**src/rtl/lsu_axi_fsm.sv**
```systemverilog
// Sequential load/store unit: one core request at a time, run as an AXI4-Lite transaction.
// Optional macro LSU_MISALIGN_TRAP_EN turns misaligned requests into err=2 with no bus traffic.

module lsu_axi_lane #(
   parameter int LANE   = 0,
   parameter int NBYTES = 4,
   parameter int OFFW   = 2
) (
   input  logic [OFFW-1:0]        off,
   input  logic [1:0]             size,
   input  logic [NBYTES-1:0][7:0] src,
   output logic [7:0]             lane_byte,
   output logic                   lane_strb
);
   logic [OFFW-1:0] idx;

   // Lane LANE carries source byte LANE-off; lanes below the offset stay empty.
   always_comb begin
      idx       = OFFW'(LANE) - off;
      lane_byte = 8'h00;
      lane_strb = 1'b0;
      if (int'(off) <= LANE) begin
         lane_byte = src[idx];
         lane_strb = int'(idx) < (1 << size);
      end
   end
endmodule

module lsu_axi_fsm #(
   parameter int XLEN   = 32,
   parameter int ADDR_W = 32
) (
   input  logic                 clk,
   input  logic                 rst_n,
   input  logic                 req_valid,
   output logic                 req_ready,
   input  logic [1:0]           req_funct,
   input  logic [1:0]           req_size,
   input  logic [ADDR_W-1:0]    req_addr,
   input  logic [XLEN-1:0]      req_wdata,
   output logic                 resp_valid,
   output logic [XLEN-1:0]      resp_rdata,
   output logic [1:0]           resp_err,
   output logic [ADDR_W-1:0]    awaddr,
   output logic                 awvalid,
   input  logic                 awready,
   output logic [XLEN-1:0]      wdata,
   output logic [XLEN/8-1:0]    wstrb,
   output logic                 wvalid,
   input  logic                 wready,
   input  logic [1:0]           bresp,
   input  logic                 bvalid,
   output logic                 bready,
   output logic [ADDR_W-1:0]    araddr,
   output logic                 arvalid,
   input  logic                 arready,
   input  logic [XLEN-1:0]      rdata,
   input  logic [1:0]           rresp,
   input  logic                 rvalid,
   output logic                 rready
);
   localparam int NBYTES = XLEN / 8;
   localparam int OFFW   = $clog2(NBYTES);

   localparam logic [1:0] F_NONE = 2'd0;
   localparam logic [1:0] F_LD   = 2'd1;

   typedef enum logic [2:0] {IDLE, RD_A, RD_D, WR_AW, WR_B, RESP} state_t;

   typedef struct packed {
      logic [1:0]      funct;
      logic [1:0]      size;
      logic [OFFW-1:0] off;
   } req_t;

   state_t                   state, state_nx;
   req_t                     req_q;
   logic [ADDR_W-1:0]        addr_q;
   logic [XLEN-1:0]          wdata_q, rdata_q;
   logic [NBYTES-1:0]        wstrb_q;
   logic [1:0]               err_q, early_err;
   logic                     aw_done, w_done;
   logic [NBYTES-1:0][7:0]   wlane;
   logic [NBYTES-1:0]        wstrb_nx;
   logic [XLEN-1:0]          ld_shift, ld_ext;
   logic                     ld_sign;
   int                       ld_bits;

   // Requests that end without any bus traffic.
   always_comb begin
      early_err = 2'd0;
      if (req_size == 2'd3 && XLEN == 32) early_err = 2'd3;
`ifdef LSU_MISALIGN_TRAP_EN
      else if ((req_addr[OFFW-1:0] & OFFW'((1 << req_size) - 1)) != '0) early_err = 2'd2;
`endif
   end

   genvar g;
   for (g = 0; g < NBYTES; g++) begin : g_lane
      lsu_axi_lane #(.LANE(g), .NBYTES(NBYTES), .OFFW(OFFW)) u_lane (
         .off       (req_addr[OFFW-1:0]),
         .size      (req_size),
         .src       (req_wdata),
         .lane_byte (wlane[g]),
         .lane_strb (wstrb_nx[g])
      );
   end

   // Bytes shifted past the top lane come in as zero before extension.
   always_comb begin
      ld_shift = rdata >> {req_q.off, 3'b000};
      case (req_q.size)
         2'd0:    ld_sign = ld_shift[7];
         2'd1:    ld_sign = ld_shift[15];
         2'd2:    ld_sign = ld_shift[31];
         default: ld_sign = ld_shift[XLEN-1];
      endcase
      ld_sign = ld_sign & (req_q.funct == F_LD);
      ld_bits = 8 << req_q.size;
      ld_ext  = ld_shift;
      for (int i = 0; i < XLEN; i++)
         if (i >= ld_bits) ld_ext[i] = ld_sign;
   end

   always_ff @(posedge clk or negedge rst_n) begin
      if (!rst_n) state <= IDLE;
      else        state <= state_nx;
   end

   always_comb begin
      state_nx = state;
      case (state)
         IDLE:
            if (req_valid && req_funct != F_NONE) begin
               if (early_err != 2'd0)      state_nx = RESP;
               else if (req_funct == 2'd3) state_nx = WR_AW;
               else                        state_nx = RD_A;
            end
         RD_A:  if (arready) state_nx = RD_D;
         RD_D:  if (rvalid)  state_nx = RESP;
         WR_AW: if ((aw_done || awready) && (w_done || wready)) state_nx = WR_B;
         WR_B:  if (bvalid)  state_nx = RESP;
         RESP:  state_nx = IDLE;
         default: state_nx = IDLE;
      endcase
   end

   always_comb begin
      req_ready  = (state == IDLE);
      arvalid    = (state == RD_A);
      rready     = (state == RD_D);
      awvalid    = (state == WR_AW) && !aw_done;
      wvalid     = (state == WR_AW) && !w_done;
      bready     = (state == WR_B);
      resp_valid = (state == RESP);
   end

   assign araddr     = addr_q;
   assign awaddr     = addr_q;
   assign wdata      = wdata_q;
   assign wstrb      = wstrb_q;
   assign resp_rdata = rdata_q;
   assign resp_err   = err_q;

   always_ff @(posedge clk or negedge rst_n) begin
      if (!rst_n) begin
         req_q   <= '0;
         addr_q  <= '0;
         wdata_q <= '0;
         wstrb_q <= '0;
         rdata_q <= '0;
         err_q   <= 2'd0;
         aw_done <= 1'b0;
         w_done  <= 1'b0;
      end else begin
         case (state)
            IDLE:
               if (req_valid && req_funct != F_NONE) begin
                  req_q.funct <= req_funct;
                  req_q.size  <= req_size;
                  req_q.off   <= req_addr[OFFW-1:0];
                  addr_q      <= {req_addr[ADDR_W-1:OFFW], {OFFW{1'b0}}};
                  wdata_q     <= wlane;
                  wstrb_q     <= wstrb_nx;
                  rdata_q     <= '0;
                  err_q       <= early_err;
                  aw_done     <= 1'b0;
                  w_done      <= 1'b0;
               end
            WR_AW: begin
               if (awready) aw_done <= 1'b1;
               if (wready)  w_done  <= 1'b1;
            end
            RD_D:
               if (rvalid) begin
                  rdata_q <= (rresp != 2'd0) ? '0 : ld_ext;
                  err_q   <= (rresp != 2'd0) ? 2'd1 : 2'd0;
               end
            WR_B:
               if (bvalid) begin
                  rdata_q <= '0;
                  err_q   <= (bresp != 2'd0) ? 2'd1 : 2'd0;
               end
            default: ;
         endcase
      end
   end
endmodule

```
**config.mk**
```make
export PLATFORM = sky130hd
export DESIGN_NAME = lsu_axi_fsm
export DESIGN_NICKNAME = d
export VERILOG_FILES = /design/src/rtl/lsu_axi_fsm.sv
export SDC_FILE = /design/constraint.sdc
export NUM_CORES = 1
export LEC_CHECK = 0
export CORE_MARGIN = 1
export CORE_UTILIZATION = 41
export CTS_CLUSTER_SIZE = 28
export DETAILED_ROUTE_END_ITERATION = 10
export PLACE_DENSITY = 0.84
export SYNTH_ARGS = -nofsm -noshare
export SYNTH_HDL_FRONTEND = slang
export SYNTH_SLANG_ARGS = --single-unit
```
**constraint.sdc**
```tcl
create_clock -name clk -period 3.4 [get_ports clk]
set_input_delay 0.68 -clock clk [delete_from_list [all_inputs] [get_ports clk]]
set_output_delay 0.68 -clock clk [all_outputs]
set_load 0.02 [all_outputs]
```
==> flow_summary.ini <==
[detailed_routing]
drtPass1Iterations = 5
drc = 0
viasPerCell = 5.316
antenna_left = 0
totalWireLength_mm = 16.97
vias = 5210
avgRoutedWirePerCell_um = 17.31
drtIter0Drc = 313

[cts]
post-cts-setup-buffer-count = 0
ctsHoldBuffers = 0
cts_buffer_depth = 2
cts_tree = done
clockRootBuffer = clkbuf_16
cts_made_buffers = 9
cts_sinks = 111
worstSkewPairLatency_ns = 0.35
htree_levels = 3
path_clk_slew_ns = 0.07
cts_resized = 0

[hold_path]
min_path_type = input pin to async pin

[logic_synthesis]
ys_seq_area_frac = 0.4616
synth-edff-count = 0
synthSimpleGateAreaFrac = 0.1601
yosys.cell_types.count = 52
synth_largest_area_cell = dfrtp_1
yosysMostFrequentCell = nand2_1
synth.area.mux_share = 0.1300
ys_ff_latch = 111
synthAdderAreaFrac = 0.01456
syn-cell-area_um2 = 6017
synth.area.top_cells = dfrtp_1, nand2_1, mux4_2, mux2i_1, buf_4
synth_top_family_by_area = simple AND/OR/NAND/NOR gates
netlist.area_leader.share = 0.4616
synth_compound_area_frac = 0.1497
synthTopCellsByCount = nand2_1, dfrtp_1, buf_4, mux2i_1, nor2_1
synth_area_per_cell_um2 = 10.16
synth_cells = 592
synth_xor_area_frac = 0
async_flop_share = 1.000
synth_ff_type = dfrtp_1
yosys_warnings = 0

[global_route]
first_global_vias = 4856
grt_overflow = 0
antenna_found_initial = 0
grt.total_usage = 0.2270
grt_max_degree = 47
grt_pass1_wl_mm = 26.26

[pwr]
power.density_nw_per_um2 = 789.4
pwr-share-clk = 0.145
swShare = 0.4126
total_power_uw = 6845
vdd_ir_drop_max_mv = 0.3948
p_leak_uw = 0.003886
power_frac_comb = 0.531
seqPwrFrac = 0.324
power.switching_uw = 2824
p_int_uw = 4021

[finish]
regArea_um2 = 2778
fin_nets = 914
fin_cells = 980
fill_cells = 1146
stdcell_area_um2 = 8672
area_growth_pct = 44.13
n_antenna_cell = 0
multi_input_area_um2 = 2766
drive_gt1_frac = 0.08250

[timing]
worst_pin_slew_ns = 0.9465
period_share = 0.8173
maxSlewHeadroom = 0.3690
finalSetupViolCount = 0
fin_skew_ns = 0.008816
fmax_mhz = 359.9
finalCriticalPeriod_ns = 2.779
tns_ns = 0
slew_violations = 0
whs_ns = 0.3180
grt_setup_unrepaired = false
hold_violations = 0

[place]
portBuffers = 248
placedCellCount = 964
place_congestion = 0.8867
dpl_cell_area_um2 = 8399
dp_hpwl_mm = 12.71

[worst_setup_path]
reg2reg_depth = 4
critPathLaunchType = register
reg2reg_to = resp_rdata[18]
endpoint_kind = output pin
critPathArrivalTime_ns = 2.10
cpMaxStageDelayCell = dfrtp_1
reg2reg_slack_ns = 1.30
crit_buf_inv = 2
cp.required_ns = 2.72
crit_fanout = 11
worst-setup-path-type = register to output pin
crit_chain = or3b_4, clkinv_1, clkdlybuf4s50_1
r2r-start = req_q[0]
crit_family = buffers and inverters
slowest_delay_ns = 0.60

[flow_run]
cap_violations = 0

[die]
die_x_um = 123.1
num_rows = 43
ioPinCount = 253
core_area_um2 = 14100
die_area_um2 = 15160
floorplan.initialDensity = 0.4269
fp.dieH_um = 123.1

[outcome]
status = finished clean
final cells by class:
class                      count  share of cell area
sequential                   111              0.3203
multi-input combinational    402              0.3190
timing repair buffer         263              0.2998
clock buffer                  10             0.02640
tap                          180             0.02597
clock inverter                 6            0.005050
inverter                       8            0.003463
per-layer routing:
metal | global-route usage | wire (um)
met5 | 0 | 0
met1 | 0.2989 | 7034
met3 | 0.05074 | 1219
met4 | 0.07229 | 319
met2 | 0.3712 | 8394
cells in the final DEF, fill, tap and decap left out, drive strengths merged, types with 2 or more instances in the layout:
master	instances
clkdlybuf4s50	246
a32o	5
mux2	7
inv	9
o211ai	4
clkinv	4
o22ai	2
a22o	22
nor3	3
dfrtp	111
a21oi	13
nor3b	3
o21a	9
a211o	11
ha	7
o21ai	24
clkbuf	10
and3b	2
buf	17
nand3	11
nor2b	9
conb	4
o221ai	6
nand2	145
nand3b	3
a221o	10
mux2i	32
mux4	17
nand2b	6
nor2	34
flip-flops by register name (all words and copies together) (netlist names):
| name | cells |
|---|---|
| araddr | 30 |
| aw_done | 1 |
| req_q | 6 |
| resp_err | 2 |
| resp_rdata | 32 |
| state | 3 |
| w_done | 1 |
| wdata | 32 |
| wstrb | 4 |
power groups by stage:
stage | Clock, uW | Sequential, uW | Combinational (uW)
final | 994 | 2220 | 3630
after global routing | 1080 | 2300 | 3880
after CTS | 1030 | 2230 | 3660
after detailed placement | 0 | 2240 | 3650
after global placement | 0 | 2230 | 3590
after floorplan | 0 | 2600 | 1790
logic make-up after synthesis:
| logic type | after synthesis |
|---|---|
| buf+inv | 82 |
| other cells | 1 |
| simple gates | 220 |
| fa+ha+maj | 7 |
| mux | 56 |
| compound gates | 115 |
| flops | 111 |
through the flow:
step,setup slack (ns),utilization
detailed placement,0.7654,0.5959
floorplan,0.3439,-
global route,0.5391,0.6152
global placement,0.8769,0.5959
CTS,0.6049,0.6152
finish,0.6213,0.6152
worst max path at each step:
stage / from / end / slack (ns) / cells after the start
6_report: state[2] / bready / 0.62 / 3
4_1_cts: state[2] / bready / 0.60 / 3
2_1_floorplan: req_addr[0] / wstrb[2] / 0.34 / 12
5_1_grt: state[2] / bready / 0.54 / 3
3_3_place_gp: rvalid / resp_rdata[13] / 0.88 / 5
3_5_place_dp: rvalid / resp_rdata[13] / 0.77 / 5
(Power assumes the default switching activity.)
